File: src/rtl/plot_arbiter_if.sv
// Pixel producer bus: three requesters, each with a valid/ready pair and a pixel payload.
interface plot_arbiter_if;
   logic [2:0] req;
   logic [2:0] gnt;
   logic [7:0] x0, x1, x2;
   logic [7:0] y0, y1, y2;
   logic [2:0] c0, c1, c2;

   modport master (output req, x0, x1, x2, y0, y1, y2, c0, c1, c2, input gnt);
   modport slave  (input req, x0, x1, x2, y0, y1, y2, c0, c1, c2, output gnt);
endinterface

File: src/rtl/plot_arbiter.sv
// Round-robin, burst-locked arbiter sharing the VGA adapter pixel port among three producers;
// registers the winning pixel onto the adapter and drops off-screen pixels.
module plot_arbiter #(
   parameter int unsigned X_MAX     = 159,
   parameter int unsigned Y_MAX     = 119,
   parameter int unsigned MAX_BURST = 16
) (
   input  logic          clk,
   input  logic          reset,
   plot_arbiter_if.slave bus,
   output logic [7:0]    x,
   output logic [7:0]    y,
   output logic [2:0]    colour,
   output logic          plot,
   output logic [1:0]    owner,
   output logic [7:0]    drop_count
);

   localparam int unsigned CNT_W = 8;
   localparam logic [1:0]       NONE      = 2'd3;
   localparam logic [CNT_W-1:0] LAST_BEAT = CNT_W'(MAX_BURST - 1);
   localparam logic [7:0]       X_LIM     = 8'(X_MAX);
   localparam logic [7:0]       Y_LIM     = 8'(Y_MAX);

   typedef enum logic {IDLE, OWN} state_t;

   state_t           state_q, state_n;
   logic [1:0]       owner_q, owner_n;
   logic [1:0]       rr_q, rr_n;
   logic [CNT_W-1:0] bcnt_q, bcnt_n;
   logic             own_req;
   logic             xfer;
   logic [2:0]       arb;
   logic [7:0]       px, py;
   logic [2:0]       pc;
   logic             on_screen;

   function automatic logic [1:0] inc3(input logic [1:0] v);
      return (v == 2'd2) ? 2'd0 : v + 2'd1;
   endfunction

   function automatic logic req_bit(input logic [2:0] r, input logic [1:0] i);
      case (i)
         2'd0:    return r[0];
         2'd1:    return r[1];
         2'd2:    return r[2];
         default: return 1'b0;
      endcase
   endfunction

   // Returns {found, index} of the first set request scanning start, start+1, start+2 (mod 3).
   function automatic logic [2:0] pick(input logic [1:0] start, input logic [2:0] r);
      logic [2:0] res;
      logic [1:0] idx;
      res = 3'b000;
      idx = start;
      for (int i = 0; i < 3; i++) begin
         if (!res[2] && req_bit(r, idx)) res = {1'b1, idx};
         idx = inc3(idx);
      end
      return res;
   endfunction

   always_ff @(posedge clk or posedge reset) begin
      if (reset) begin
         state_q <= IDLE;
         owner_q <= NONE;
         rr_q    <= 2'd0;
         bcnt_q  <= '0;
      end else begin
         state_q <= state_n;
         owner_q <= owner_n;
         rr_q    <= rr_n;
         bcnt_q  <= bcnt_n;
      end
   end

   // Next ownership; a burst end re-arbitrates on the same edge so a waiting producer loses no cycle.
   always_comb begin
      state_n = state_q;
      owner_n = owner_q;
      rr_n    = rr_q;
      bcnt_n  = bcnt_q;
      xfer    = 1'b0;
      arb     = 3'b000;
      own_req = req_bit(bus.req, owner_q);
      case (state_q)
         IDLE: begin
            arb = pick(rr_q, bus.req);
            if (arb[2]) begin
               state_n = OWN;
               owner_n = arb[1:0];
               bcnt_n  = '0;
            end
         end
         OWN: begin
            xfer = own_req;
            if (!own_req || bcnt_q == LAST_BEAT) begin
               rr_n   = inc3(owner_q);
               arb    = pick(inc3(owner_q), bus.req);
               bcnt_n = '0;
               if (arb[2]) begin
                  owner_n = arb[1:0];
               end else begin
                  state_n = IDLE;
                  owner_n = NONE;
               end
            end else begin
               bcnt_n = bcnt_q + CNT_W'(1);
            end
         end
         default: begin
            state_n = IDLE;
            owner_n = NONE;
         end
      endcase
   end

   assign bus.gnt = (state_q == OWN && own_req) ? (3'b001 << owner_q) : 3'b000;
   assign owner   = owner_q;

   always_comb begin
      px = bus.x0;
      py = bus.y0;
      pc = bus.c0;
      case (owner_q)
         2'd1: begin px = bus.x1; py = bus.y1; pc = bus.c1; end
         2'd2: begin px = bus.x2; py = bus.y2; pc = bus.c2; end
         default: ;
      endcase
      on_screen = (px <= X_LIM) && (py <= Y_LIM);
   end

   // Adapter port: off-screen pixels are still accepted but only counted, never plotted.
   always_ff @(posedge clk or posedge reset) begin
      if (reset) begin
         plot       <= 1'b0;
         x          <= '0;
         y          <= '0;
         colour     <= '0;
         drop_count <= '0;
      end else begin
         plot <= xfer && on_screen;
         if (xfer) begin
            x      <= px;
            y      <= py;
            colour <= pc;
         end
         if (xfer && !on_screen && drop_count != 8'hFF)
            drop_count <= drop_count + 8'd1;
      end
   end

endmodule

File: src/flat_wrapper.sv
// flat-port wrapper written by rule: the top's interface ports become plain ports
module plot_arbiter_flat 
#(
   parameter int unsigned X_MAX     = 159,
   parameter int unsigned Y_MAX     = 119,
   parameter int unsigned MAX_BURST = 16
)
  (clk, reset, x, y, colour, plot, owner, drop_count, bus_req, bus_x0, bus_x1, bus_x2, bus_y0, bus_y1, bus_y2, bus_c0, bus_c1, bus_c2, bus_gnt);
  plot_arbiter_if bus_i ();
  input  logic clk;
  input  logic reset;
  output logic [7:0] x;
  output logic [7:0] y;
  output logic [2:0] colour;
  output logic plot;
  output logic [1:0] owner;
  output logic [7:0] drop_count;
  input wire logic [$bits(bus_i.req)-1:0] bus_req;
  input wire logic [$bits(bus_i.x0)-1:0] bus_x0;
  input wire logic [$bits(bus_i.x1)-1:0] bus_x1;
  input wire logic [$bits(bus_i.x2)-1:0] bus_x2;
  input wire logic [$bits(bus_i.y0)-1:0] bus_y0;
  input wire logic [$bits(bus_i.y1)-1:0] bus_y1;
  input wire logic [$bits(bus_i.y2)-1:0] bus_y2;
  input wire logic [$bits(bus_i.c0)-1:0] bus_c0;
  input wire logic [$bits(bus_i.c1)-1:0] bus_c1;
  input wire logic [$bits(bus_i.c2)-1:0] bus_c2;
  output wire logic [$bits(bus_i.gnt)-1:0] bus_gnt;
  assign bus_i.req = bus_req;
  assign bus_i.x0 = bus_x0;
  assign bus_i.x1 = bus_x1;
  assign bus_i.x2 = bus_x2;
  assign bus_i.y0 = bus_y0;
  assign bus_i.y1 = bus_y1;
  assign bus_i.y2 = bus_y2;
  assign bus_i.c0 = bus_c0;
  assign bus_i.c1 = bus_c1;
  assign bus_i.c2 = bus_c2;
  assign bus_gnt = bus_i.gnt;
  plot_arbiter #(.X_MAX(X_MAX), .Y_MAX(Y_MAX), .MAX_BURST(MAX_BURST)) u_core (.clk(clk), .reset(reset), .bus(bus_i), .x(x), .y(y), .colour(colour), .plot(plot), .owner(owner), .drop_count(drop_count));
endmodule
File: config.mk
export PLATFORM = sky130hd
export DESIGN_NAME = plot_arbiter_flat
export DESIGN_NICKNAME = d
export VERILOG_FILES = /design/src/rtl/plot_arbiter_if.sv /design/src/rtl/plot_arbiter.sv /design/src/flat_wrapper.sv
export SDC_FILE = /design/constraint.sdc
export NUM_CORES = 1
export LEC_CHECK = 0
export BUFFER_PORTS_ARGS = -buffer_cell sky130_fd_sc_hd__buf_2
export CAP_MARGIN = 20
export CORE_MARGIN = 3
export CORE_UTILIZATION = 51
export CTS_BUF_LIST = sky130_fd_sc_hd__clkbuf_8
export CTS_CLUSTER_DIAMETER = 200
export DETAILED_ROUTE_END_ITERATION = 8
export GPL_TIMING_DRIVEN = 1
export PLACE_DENSITY = 0.93
export SETUP_SLACK_MARGIN = 0.2
export SYNTH_ARGS = -nofsm -noshare
export SYNTH_HDL_FRONTEND = slang
export SYNTH_SLANG_ARGS = --single-unit
File: constraint.sdc
create_clock -name clk -period 2.8 [get_ports clk]
set_input_delay 0.14 -clock clk [delete_from_list [all_inputs] [get_ports clk]]
set_output_delay 0.14 -clock clk [all_outputs]
set_load 0.01 [all_outputs]
== Word level (Yosys, flattened, before mapping) ==
Index checks and enable logic that the tools add are counted.
Operators by class
  bitwise logic cells: 1
  reduce and logical (&&, ||, !) cells: 25
  multiplexer cells: 52
  shift-type cells: 1
  equal/unequal tests: 18
  $add $sub $neg: 7
  magnitude comparators: 2
Operator list (count)
  2-to-1 mux 3 bit: 16
  case mux 8 bit (2 select lines): 3
  case mux 1 bit (3 select lines): 7
  adder 8 x 1 -> 8 bit, second input constant: 2
  2-to-1 mux 2 bit: 8
  2-to-1 mux 8 bit: 2
  equality test 2 x 1 -> 1 bit, second input constant: 7
  equality test 2 bit, second input constant: 7
  logical NOT 2 bit: 7
  2-to-1 mux 1 bit: 13
  adder 2 x 1 -> 2 bit, second input constant: 5
  logical AND 1 bit: 9
  equality test 8 x 4 -> 1 bit, second input constant: 1
  <= comparator 8 x 7 -> 1 bit, second input constant: 1
  <= comparator 8 bit, second input constant: 1
  inequality test 8 bit, second input constant: 1
  logical NOT 1 bit: 6
  case mux 3 bit (2 select lines): 1
  case mux 2 bit (2 select lines): 1
  AND reduction 2 bit: 2
  left shift 1 x 2 -> 3 bit, first input constant: 1
  inequality test 2 x 1 -> 1 bit, second input constant: 1
  inequality test 2 bit, second input constant: 1
  case mux 1 bit (2 select lines): 1
  other kinds (2): 2
Storage, ports and cells
  output and inout port bits: 33
  input bits: 62
  register bits after elaboration: 41

== Longest topological paths before layout ==
  depth after elaboration: 22
  mapped depth: 8
  mapped depth without buffers: 7

== Worst setup path before layout ==
No wires, ideal clock.
  path kind: reg-to-reg
  start point: register u_core.owner_q[0], in the netlist u_core.owner[0]
  end point: register u_core.drop_count[1]
  clock period less this slack: 2.355 ns
  data arrival time: 2.230 ns
  stages on the path, launching flop included: 8
  data required time: 2.675 ns
  path buffers: 1
  slack: 0.445 ns
  path through: dfstp_2 > inv_1 > ha_1 > buf_6 > mux2i_1 > o41ai_4 > o21ai_2 > mux2_4
On the way
  cells in the longest elaborated chain, start to end: 7
  elaborated cells between the ends (all ways): 13
  classes of those cells: 2 x order compare; 2 x eq/ne; 4 x mux; 5 x reduce/logical
RTL lines
  from (decl): RTL line plot_arbiter.sv:28  | logic [1:0] owner_q, owner_n;
  from (signal assigned): RTL line plot_arbiter.sv:72  | owner_q <= owner_n;
  equality test 2 bit / equality test 2 x 1 -> 1 bit (equally long branches): RTL line plot_arbiter.sv:43, plot_arbiter.sv:126
  case mux 8 bit (2 select lines): RTL line plot_arbiter.sv:126  | case (owner_q)
  <= comparator 8 bit / <= comparator 8 x 7 -> 1 bit (equally long branches): RTL line plot_arbiter.sv:131  | on_screen = (px <= X_LIM) && (py <= Y_LIM);
  logical AND 1 bit: RTL line plot_arbiter.sv:131
  logical NOT 1 bit: RTL line plot_arbiter.sv:149  | if (xfer && !on_screen && drop_count != 8'hFF)
  logical AND 1 bit (*) (2 in a row): RTL line plot_arbiter.sv:149
  to (signal assigned): RTL line plot_arbiter.sv:150  | drop_count <= drop_count + 8'd1;
  to (decl): RTL line plot_arbiter.sv:16  | output logic [7:0] drop_count
Mark *: on every way between the ends. The rest lies on a longest branch, timed or not.
A chain may end at the register's enable or synchronous reset.

== Worst setup path in the final report ==
Ends and elaborated chain as after synthesis.

==> impl_metrics.json <==
{
  "outcome": "finished clean",
  "syn-num-nets": 335,
  "start_util_pct": 54.6,
  "dp_hpwl_um": 4950,
  "tightest_slew_ns": 0.886,
  "fin_skew_ns": 0.00616,
  "cts_tree": "done",
  "synth_cell_types": 48,
  "ys.flop_type": "dfrtp_1",
  "synth.avg_cell_area_um2": 9.28,
  "syn2layout_area_growth_pct": 27.7,
  "critPathArrivalTime_ns": 2.68,
  "reg2reg_depth": 9,
  "clock-root-buffer": "clkbuf_8",
  "leakage_uw": 0.00159,
  "ir_drop_v": 0.000670,
  "yosysTopAreaCellShare_pct": 39.7,
  "synth_top_area_cell": "dfrtp_1",
  "routed_via_density": 5.89,
  "nets": 432,
  "grt_pass1_wl_um": 9910,
  "power_uw": 3610,
  "maxCapViolCount": 0,
  "worst_slack_ns": 0.302,
  "layout-drive-gt1-share_pct": 34.8,
  "grt-ovfl-total": 0,
  "dp_slack_ns": 0.292,
  "crit_type": "flip-flop to flip-flop",
  "die_h_um": 75.5,
  "async_flop_share_pct": 100,
  "netlist_instances": 265,
  "cts_buffers": 5,
  "synth_most_common_cell": "o21ai_0",
  "clk_transition_reported_paths_ns": 0.08,
  "cp-start-kind": "flip-flop",
  "netlist_area_mm2": 0.00246,
  "dr.pass1.iters": 6,
  "antennaDiodeCount": 0,
  "min_path_type": "primary input to flip-flop",
  "report.final.slew_viol_count": 0,
  "cts_buffer_depth": 2,
  "cp-end-kind": "flip-flop",
  "route.detailed.drc": 0,
  "cts.sinks": 41,
  "ioPinCount": 95,
  "clock_latency_ns": 0.30,
  "antenna_found_initial": 0,
  "fmax_mhz": 400,
  "dp_cells": 402,
  "grt_use_total_pct": 23.0,
  "hold_viol_final": 0,
  "routabilityCongestion": 0.856,
  "dieArea_mm2": 0.00569,
  "synthTopCellsByArea": "dfrtp_1 (40%), o21ai_0 (9.4%), nand2_1 (6.3%)",
  "tns_ns": 0,
  "port_buffers": 94,
  "finalNonFillerCells": 414,
  "synth_edf_count": 0,
  "vias": 2437,
  "wire_per_inst_um": 16.7,
  "grt_pass1_vias": 2170,
  "ys_top_cells_by_count": "o21ai_0 (46), nand2_1 (41), dfrtp_1 (39)",
  "crit_path_max_fanout": 20,
  "coreArea_mm2": 0.00450,
  "die_x_um": 75.5,
  "period_needed_ns": 2.50,
  "finalSetupViolCount": 0,
  "maxSlewHeadroom_pct": 40.5,
  "rows": 24,
  "fin_util_pct": 69.8,
  "ys_warn_count": 0,
  "drt-initial-drc-count": 215,
  "htree_levels": 2,
  "min_path_cells": 3,
  "min_period_over_period_pct": 89.2,
  "seq_area_frac_synth_pct": 41.8,
  "routed_wl_um": 6900,
  "ys_ff_latch": 41,
  "grt_max_degree": 43,
  "crit_required_ns": 2.98,
  "rsz0062_at_grt": "false",
  "ant_nets": 0,
  "power_density_mw_per_mm2": 1150
}
where the power goes:
group          total (uW)  internal [uW]  switching (uW)  leakage, uW
registers             955            811             144     0.000526
clock network         457            259             198    0.0000540
logic                2200            916            1280      0.00101
total                3610           1990            1620      0.00159
critical path: stages, from the launching register on:
cell	delay (ns)
dfstp_2	0.57
inv_1	0.09
ha_1	0.22
buf_4	0.21
a22o_1	0.24
mux2i_2	0.26
o41ai_4	0.13
buf_4	0.18
o21ai_4	0.17
mux2_4	0.31
cells in the final DEF (no fill, tap or decap), drive strengths merged, types with 2 or more instances in the layout:
| cell | instances |
|---|---|
| clkbuf | 5 |
| and2 | 3 |
| nor2 | 8 |
| a211oi | 2 |
| dfrtp | 39 |
| a22o | 9 |
| o2111ai | 3 |
| o211ai | 3 |
| nand2b | 4 |
| o21ai | 47 |
| buf | 105 |
| nand2 | 41 |
| dfstp | 2 |
| inv | 9 |
| nand3 | 2 |
| a22oi | 13 |
| xnor2 | 9 |
| nor3 | 3 |
| o41ai | 2 |
| a21oi | 7 |
| mux2i | 8 |
| ha | 8 |
| a31oi | 3 |
| and3 | 7 |
repair_timing:
item | CTS | global route
resized for setup | 0 | 7
hold endpoints to repair | 14 | 0
pin swaps | 1 | 1
hold buffers | 1 | 0
setup endpoints to repair | 1 | 4
setup buffers | 1 | 3
through the flow:
stage / cell area (um2) / hold slack (ns)
3_5_place_dp: 2970 / 0.317
3_3_place_gp: 2970 / 0.304
4_1_cts: 3090 / 0.143
5_1_grt: 3140 / 0.172
2_1_floorplan: 2460 / 0.341
6_report: 3140 / 0.148
cells by family (layout without fill, tap and decap cells):
group,count (synthesis),after routing,share of synthesized area (%)
AND/OR/NAND/NOR,73,73,13.8
AO/OA/AOI/OAI,100,100,28.0
flip-flops,41,41,41.8
buffers and inverters,25,122,5.14
XOR/XNOR,9,9,3.20
adder cells (fa/ha/maj),8,8,4.07
multiplexers,9,9,4.02
final cells by class:
cell class	count	area (um2)
multi-input combinational	199	1330
clock inverter	2	35.0
inverter	9	33.8
fill	338	1360
clock buffer	5	68.8
tap	52	65.1
timing repair buffer	106	579
sequential	41	1030
registers in the layout, summed over array words and instances (netlist names):
register	count
u_core.owner	2
u_core.bcnt_q	8
u_core.y	8
u_core.x	8
u_core.drop_count	8
u_core.state_q	1
u_core.rr_q	2
u_core.plot	1
u_core.colour	3
worst paths after layout:
kind                                                    from                               end  slack (ns)
worst max-delay path             u_core.owner[0]$_DFFE_PP1P_  u_core.drop_count[1]$_DFFE_PP0P_        0.30
worst min-delay path                               bus_x0[4]           u_core.x[4]$_DFFE_PP0P_        0.15
worst max register to register   u_core.owner[0]$_DFFE_PP1P_  u_core.drop_count[1]$_DFFE_PP0P_        0.30
worst min register to register  u_core.colour[0]$_DFFE_PP0P_      u_core.colour[0]$_DFFE_PP0P_        0.48
max in group asynchronous                              reset       u_core.owner[0]$_DFFE_PP1P_        1.45
min in group asynchronous                              reset      u_core.colour[1]$_DFFE_PP0P_        0.52
routing by layer:
metal	vias to the layer above	routed length (um)	track usage, %
met3	17	691	6.20
met2	130	3300	38.3
li1	1162	-	-
met4	0	151	8.93
met1	1128	2760	28.5
met5	-	0	0
(Power assumes the default switching activity.)
